$ cat src/rtl/ecg_peak_detector.sv
// ecg_peak_detector: R-peak detection with a refractory window and R-R interval measurement.
// Optional feature macro ECG_PEAK_ADAPT_EN enables threshold decay and reload; without it the threshold is fixed.
module ecg_peak_detector #(
    parameter int                        DATA_W      = 16,
    parameter int                        RR_W        = 16,
    parameter int                        REFRACT     = 64,
    parameter logic signed [DATA_W-1:0]  INIT_THRESH = 16'sh1000,
    parameter logic signed [DATA_W-1:0]  MIN_THRESH  = 16'sh0400,
    parameter int                        DECAY_SHIFT = 6
) (
    input  logic                     clk,
    input  logic                     reset,
    input  logic signed [DATA_W-1:0] sample_in,
    input  logic                     sample_valid,
    output logic                     beat,
    output logic signed [DATA_W-1:0] peak_value,
    output logic [RR_W-1:0]          rr_interval,
    output logic                     rr_valid,
    output logic signed [DATA_W-1:0] threshold
);

    // A zero-length refractory window still needs one sample to leave REFRACTORY.
    localparam int REF_LOAD = (REFRACT < 1) ? 1 : REFRACT;
    localparam int CNT_W    = $clog2(REF_LOAD + 1);

    typedef enum logic [1:0] {
        SEARCH     = 2'd0,
        RISING     = 2'd1,
        REFRACTORY = 2'd2
    } state_t;

    state_t                     state;
    state_t                     state_next;
    logic signed [DATA_W-1:0]   cand;
    logic signed [DATA_W-1:0]   cand_next;
    logic [CNT_W-1:0]           ref_cnt;
    logic [CNT_W-1:0]           ref_cnt_next;
    logic [RR_W-1:0]            rr_cnt;
    logic                       seen_beat;
    logic                       confirm;

    always_ff @(posedge clk) begin
        if (!reset) begin
            state <= SEARCH;
        end else if (sample_valid) begin
            state <= state_next;
        end
    end

    always_comb begin
        state_next   = state;
        cand_next    = cand;
        ref_cnt_next = ref_cnt;
        confirm      = 1'b0;
        case (state)
            SEARCH: begin
                if (sample_in > threshold) begin
                    cand_next  = sample_in;
                    state_next = RISING;
                end
            end
            RISING: begin
                // Plateaus stay here; only a strictly smaller sample confirms the peak.
                if (sample_in >= cand) begin
                    cand_next = sample_in;
                end else begin
                    confirm      = 1'b1;
                    ref_cnt_next = CNT_W'(REF_LOAD);
                    state_next   = REFRACTORY;
                end
            end
            REFRACTORY: begin
                ref_cnt_next = ref_cnt - CNT_W'(1);
                if (ref_cnt == CNT_W'(1)) begin
                    state_next = SEARCH;
                end
            end
            default: begin
                state_next = SEARCH;
            end
        endcase
    end

    always_ff @(posedge clk) begin
        if (!reset) begin
            cand        <= '0;
            ref_cnt     <= '0;
            rr_cnt      <= '0;
            seen_beat   <= 1'b0;
            beat        <= 1'b0;
            rr_valid    <= 1'b0;
            peak_value  <= '0;
            rr_interval <= '0;
        end else begin
            beat     <= 1'b0;
            rr_valid <= 1'b0;
            if (sample_valid) begin
                cand    <= cand_next;
                ref_cnt <= ref_cnt_next;
                // The first beat has no predecessor, so it reports no interval.
                if (confirm) begin
                    beat       <= 1'b1;
                    peak_value <= cand;
                    seen_beat  <= 1'b1;
                    rr_cnt     <= RR_W'(1);
                    if (seen_beat) begin
                        rr_interval <= rr_cnt;
                        rr_valid    <= 1'b1;
                    end
                end else if (rr_cnt != {RR_W{1'b1}}) begin
                    rr_cnt <= rr_cnt + RR_W'(1);
                end
            end
        end
    end

`ifdef ECG_PEAK_ADAPT_EN
    logic signed [DATA_W-1:0] thresh_reg;
    logic signed [DATA_W-1:0] decayed;
    logic signed [DATA_W-1:0] reloaded;

    assign decayed  = thresh_reg - (thresh_reg >>> DECAY_SHIFT);
    assign reloaded = cand >>> 1;

    // Reload to half the confirmed peak on each beat, otherwise decay slowly while searching.
    always_ff @(posedge clk) begin
        if (!reset) begin
            thresh_reg <= INIT_THRESH;
        end else if (sample_valid) begin
            if (confirm) begin
                thresh_reg <= (reloaded < MIN_THRESH) ? MIN_THRESH : reloaded;
            end else if ((state == SEARCH) && !(sample_in > thresh_reg)) begin
                thresh_reg <= (decayed < MIN_THRESH) ? MIN_THRESH : decayed;
            end
        end
    end

    assign threshold = thresh_reg;
`else
    logic unused_adapt_cfg;

    assign threshold        = INIT_THRESH;
    assign unused_adapt_cfg = ^{MIN_THRESH, 8'(DECAY_SHIFT)};
`endif

endmodule

$ cat config.mk
export PLATFORM = sky130hd
export DESIGN_NAME = ecg_peak_detector
export DESIGN_NICKNAME = d
export VERILOG_FILES = /design/src/rtl/ecg_peak_detector.sv
export SDC_FILE = /design/constraint.sdc
export NUM_CORES = 1
export LEC_CHECK = 0
export CELL_PAD_IN_SITES_DETAIL_PLACEMENT = 1
export CELL_PAD_IN_SITES_GLOBAL_PLACEMENT = 2
export CORE_MARGIN = 4
export CORE_UTILIZATION = 32
export DETAILED_ROUTE_END_ITERATION = 8
export PLACE_DENSITY = 0.84
export REMOVE_ABC_BUFFERS = 1
export SLEW_MARGIN = 15
export SYNTH_ARGS = -nofsm -noshare
export SYNTH_HDL_FRONTEND = slang
export SYNTH_SLANG_ARGS = --single-unit
$ cat constraint.sdc
create_clock -name clk -period 3.3 [get_ports clk]
set_input_delay 0.33 -clock clk [delete_from_list [all_inputs] [get_ports clk]]
set_output_delay 0.33 -clock clk [all_outputs]
set_load 0.03 [all_outputs]
* Word-level counts from Yosys, hierarchy flattened
Cells that the tools add are included.
Storage, ports and cells: register bits 76, bits of input ports 19, output and inout bits 50, word-level logic and storage cells 48
Operators by class: $add $sub $neg 2, $lt $le $gt $ge 2, equality and inequality tests 8, muxes and demuxes 15, reductions and logical operators 12
Operators by type and width (count):
- 16-bit two-way mux | 4
- 16-bit case mux with 2 select lines | 1
- 16-bit by 1-bit adder with 16-bit output, second input constant | 1
- 16-bit >= comparator | 1
- 16-bit by 14-bit greater-than comparator with 1-bit output, second input constant | 1
- 16-bit inequality test, second input constant | 1
- 7-bit case mux with 2 select lines | 1
- 3-bit AND reduction | 3
- 2-bit inequality test, second input constant | 4
- 4-bit AND reduction | 2
- 7-bit by 1-bit equality test with 1-bit output, second input constant | 1
- 7-bit two-way mux | 1
- 7-bit by 1-bit subtractor with 7-bit output, second input constant | 1
- 2-bit two-way mux | 3
- 2-bit case mux with 3 select lines | 1
- 2-bit AND reduction | 3
- 2-bit nonzero test | 3
- 1-bit two-way mux | 4
- 2-bit by 1-bit equality test with 1-bit output, second input constant | 1
- 2-bit equality test, second input constant | 1
- 2-bit logical NOT | 1

* Logic depth before layout (Yosys ltp)
depth after elaboration 5, gate-level depth with buffers 11, mapped depth without buffers 9

* Least setup slack after synthesis
No wires, ideal clock.
path type reg-to-reg, start point register cand[1], end point register state[0], setup time 0.115 ns, arrival time 2.380 ns, data required time 3.185 ns, slack 0.806 ns, cell stages (with the launch flop) 12, buffers on the path 2, clock period less this slack 2.494 ns, path through dfxtp_1 -> inv_1 -> ha_1 -> nor2b_4 -> o211ai_2 -> a2111oi_1 -> or4_4 -> xnor2_1 -> o221a_1 -> buf_6 -> buf_6 -> o21a_1
On the way: longest elaborated chain between the ends 3
Ends and longest elaborated chain:
- from (decl) | RTL line 34 | logic signed [DATA_W-1:0] cand;
- from (signal assigned) | RTL line 98 | cand <= cand_next;
- 16-bit >= comparator | RTL line 64 | if (sample_in >= cand) begin
- 2-bit inequality test (no source line)
- 4-bit AND reduction (no source line)
- to (signal assigned) | RTL line 46 | state <= state_next;
- to (decl) | RTL line 32 | state_t state;
Every way passes these cells. A chain may end at the register's enable or synchronous reset.

* Final worst setup path
start point input port sample_in[15], end point register rr_cnt[15]
On the way: longest elaborated chain between the ends 5, elaborated cells between the ends (all ways) 6, classes of those cells order compare: 1; mux: 3; reduce/logical: 2
Ends and longest elaborated chain:
- from (decl) | RTL line 13 | input logic signed [DATA_W-1:0] sample_in,
- 16-bit >= comparator (*) | RTL line 64
- 1-bit two-way mux (*) | RTL line 64
- 1-bit two-way mux (*) | RTL line 55 | case (state)
- 2-bit nonzero test (no source line)
- 2-bit AND reduction (no source line)
- to (signal assigned) | RTL line 111 | rr_cnt <= rr_cnt + RR_W'(1);
- to (decl) | RTL line 38 | logic [RR_W-1:0] rr_cnt;
Every way passes the cells marked *; elsewhere a longest branch is shown, timed or not.

==> results.sh <==
export IMPL_outcome="finished, final reports clean"
export IMPL_die_width_um=118.9
export IMPL_p_leak_nw=1.828
export IMPL_drt_vias_per_instance=5.073
export IMPL_max_cap_violations=0
export IMPL_wire_length_of_the_first_global_routing_pass_um=17360
export IMPL_syn_cell_area_mm2=0.003936
export IMPL_fp_coreArea_mm2=0.01201
export IMPL_post_synth_top_area_cell="sky130_fd_sc_hd__dfxtp_1"
export IMPL_max_clock_freq_mhz=353.9
export IMPL_clock_net_sink_count=76
export IMPL_final_design_area_no_fill_mm2=0.004815
export IMPL_synth_top_area_share_pct=38.65
export IMPL_critical_path_startpoint_type="primary input"
export IMPL_syn_to_final_growth_pct=22.31
export IMPL_setup_repair_after_global_routing_missed_its_margin="false"
export IMPL_synthesis_yosys_warnings=0
export IMPL_finalSetupViolCount=0
export IMPL_post_layout_total_power_mw=2.200
export IMPL_power_per_cell_area_mw_per_mm2=457.0
export IMPL_wirelength_um=10160
export IMPL_number_of_flops_mapped_to_enable_cells_by_yosys=0
export IMPL_place_area_mm2=0.004529
export IMPL_wire_per_inst_um=15.53
export IMPL_synthCells=455
export IMPL_utilization_pct=40.08
export IMPL_synth_async_sr_flop_share_pct=0
export IMPL_layout_cells_most_common_list="sky130_fd_sc_hd__dfxtp_1 (76), sky130_fd_sc_hd__nand2_1 (73), sky130_fd_sc_hd__clkdlybuf4s50_1 (51)"
export IMPL_grt_max_degree=72
export IMPL_dpl_hpwl_um=7383
export IMPL_post_synth_cell_area_avg_um2=8.651
export IMPL_cts_buffers=9
export IMPL_slew_viol_final=0
export IMPL_slew_headroom_pct=53.15
export IMPL_postCtsResizedCells=0
export IMPL_antenna_found_initial=0
export IMPL_reg2regPathDepth=8
export IMPL_gp_routability_congestion=0.8106
export IMPL_finalHoldViolCount=0
export IMPL_yosys_most_used_dff="sky130_fd_sc_hd__dfxtp_1"
export IMPL_cts_repair_timing_setup_buffer_count=0
export IMPL_synth_seq_area_share_pct=38.65
export IMPL_number_of_h_tree_levels=3
export IMPL_cts_root_buffer="sky130_fd_sc_hd__clkbuf_16"
export IMPL_clock_latency_ns=0.33
export IMPL_detailedRoute_firstIterationViolations=115
export IMPL_irDropWorstVdd_mv=0.1907
export IMPL_fin_crit_ns=2.825
export IMPL_globalRoute_totalOverflow=0
export IMPL_count_of_buffers_inserted_at_the_top_level_ports=52
export IMPL_worst_path_max_fanout=21
export IMPL_netlist_top_cells_area="sky130_fd_sc_hd__dfxtp_1 (39%), sky130_fd_sc_hd__mux2i_1 (12%), sky130_fd_sc_hd__nand2_1 (7.0%)"
export IMPL_routed_via_count=3318
export IMPL_grt_total_usage_pct=14.87
export IMPL_tns_ns=0
export IMPL_timing_worst_setup_path_type="primary input to flip-flop"
export IMPL_holdCritPathClass="flip-flop to flip-flop"
export IMPL_n_antenna_cell=0
export IMPL_worstHoldPathCells=2
export IMPL_synthDistinctLibCells=51
export IMPL_worst_clock_skew_ns=0.006280
export IMPL_cts_hold_buf=0
export IMPL_ys_ff_latch=76
export IMPL_first_global_vias=3416
export IMPL_worst_ep_required_time_ns=3.54
export IMPL_num_io_pins=69
export IMPL_cp_data_arrival_time_ns=3.07
export IMPL_die_area_mm2=0.01414
export IMPL_final_net_count=540
export IMPL_final_common_cell="sky130_fd_sc_hd__dfxtp_1"
export IMPL_cts_tree="yes"
export IMPL_path_clk_slew_ns=0.06
export IMPL_drt_pass1_iter_count=4
export IMPL_drc=0
export IMPL_core_rowCount=40
export IMPL_tightestPinTransition_ns=0.7027
export IMPL_crit_path_end_kind="flip-flop"
export IMPL_fp_dieH_um=118.9
export IMPL_clock_tree_buffer_depth=2
export IMPL_drive_above_1_share_pct=6.903
export IMPL_start_util_pct=32.77
export IMPL_period_utilization_post_route_pct=85.62
export IMPL_drtAntennaViolNets=0
worst max-delay path, stage by stage:
cell and delay (ns):
sky130_fd_sc_hd__clkdlybuf4s50_1 0.45, sky130_fd_sc_hd__ha_1 0.49, sky130_fd_sc_hd__nand4_4 0.16, sky130_fd_sc_hd__o41ai_2 0.58, sky130_fd_sc_hd__nor3b_1 0.11, sky130_fd_sc_hd__mux2_4 0.40
sky130_fd_sc_hd__nand2b_4 0.26, sky130_fd_sc_hd__a211oi_1 0.27
per-stage QoR:
step | setup WS (ns) | std cells | hold slack, ns
after detailed placement | 0.09147 | 638 | 0.4456
after global routing | 0.1786 | 654 | 0.4914
final | 0.4745 | 654 | 0.4540
after floorplan | 0.5997 | 430 | 0.4280
after CTS | 0.4681 | 654 | 0.4629
after global placement | 0.2549 | 638 | 0.4460
flip-flops by register name, summed over array words and instances, names as in the netlist:
| name | cells |
|---|---|
| beat | 1 |
| cand | 16 |
| peak_value | 16 |
| ref_cnt | 7 |
| rr_cnt | 16 |
| rr_interval | 16 |
| rr_valid | 1 |
| seen_beat | 1 |
| state | 2 |
layer usage:
layer	wire, um	track usage, %	up-vias
met5	0	0	-
met4	182	5.865	0
met3	256	2.042	14
met2	4956	24.83	54
met1	4759	19.41	1608
li1	-	-	1642
cells by family after synthesis:
| logic type | synth area share, % |
|---|---|
| other | 0.1908 |
| adders and majority gates | 6.039 |
| DFF | 38.65 |
| muxes | 13.19 |
| xor gates and xnor gates | 0.6676 |
| buffers and inverters | 8.582 |
| AOI/OAI and AO/OA | 10.20 |
| and+or+nand+nor | 22.47 |
area by class of cell:
type,instances,area (um2)
clock buffers,11,232.7
clock inverters,5,52.55
fillers,1415,7197
inverters,23,86.33
multi-input cells,331,2130
flip-flops and latches,76,1521
well taps,147,183.9
repair buffers,61,608.1
worst paths after layout:
path	endpoint	slack, ns	from
setup / recovery	rr_cnt[15]	0.47	sample_in[15]
hold / removal	rr_interval[13]	0.45	rr_interval[13]
setup reg to reg	rr_cnt[15]	0.55	cand[15]
hold reg to reg	rr_interval[13]	0.45	rr_interval[13]
cell usage after synthesis (3+ instances only):
master / count
sky130_fd_sc_hd__inv_1: 22
sky130_fd_sc_hd__buf_6: 5
sky130_fd_sc_hd__o22ai_1: 3
sky130_fd_sc_hd__and3_1: 4
sky130_fd_sc_hd__dfxtp_1: 76
sky130_fd_sc_hd__nor3b_1: 4
sky130_fd_sc_hd__buf_2: 3
sky130_fd_sc_hd__nand4_1: 11
sky130_fd_sc_hd__o21ai_0: 12
sky130_fd_sc_hd__nor3_1: 6
sky130_fd_sc_hd__nand3_1: 12
sky130_fd_sc_hd__nor2b_1: 7
sky130_fd_sc_hd__a31oi_1: 6
sky130_fd_sc_hd__clkbuf_1: 13
sky130_fd_sc_hd__ha_1: 19
sky130_fd_sc_hd__nor2_1: 34
sky130_fd_sc_hd__nor4b_1: 3
sky130_fd_sc_hd__a211oi_1: 4
sky130_fd_sc_hd__buf_4: 17
sky130_fd_sc_hd__nand2_1: 73
sky130_fd_sc_hd__mux2i_1: 47
sky130_fd_sc_hd__nor4_1: 10
sky130_fd_sc_hd__a21o_1: 3
sky130_fd_sc_hd__o21ai_1: 15
sky130_fd_sc_hd__a21oi_1: 10
sky130_fd_sc_hd__nand2b_1: 4
report_power, final:
part	leakage, nW	total (mW)	internal [mW]	switching [mW]
sequential	0.615	0.968	0.942	0.0252
clock	0.139	0.952	0.582	0.370
combinational	1.07	0.281	0.112	0.169
Note: power is estimated with default switching activity, not from simulation.
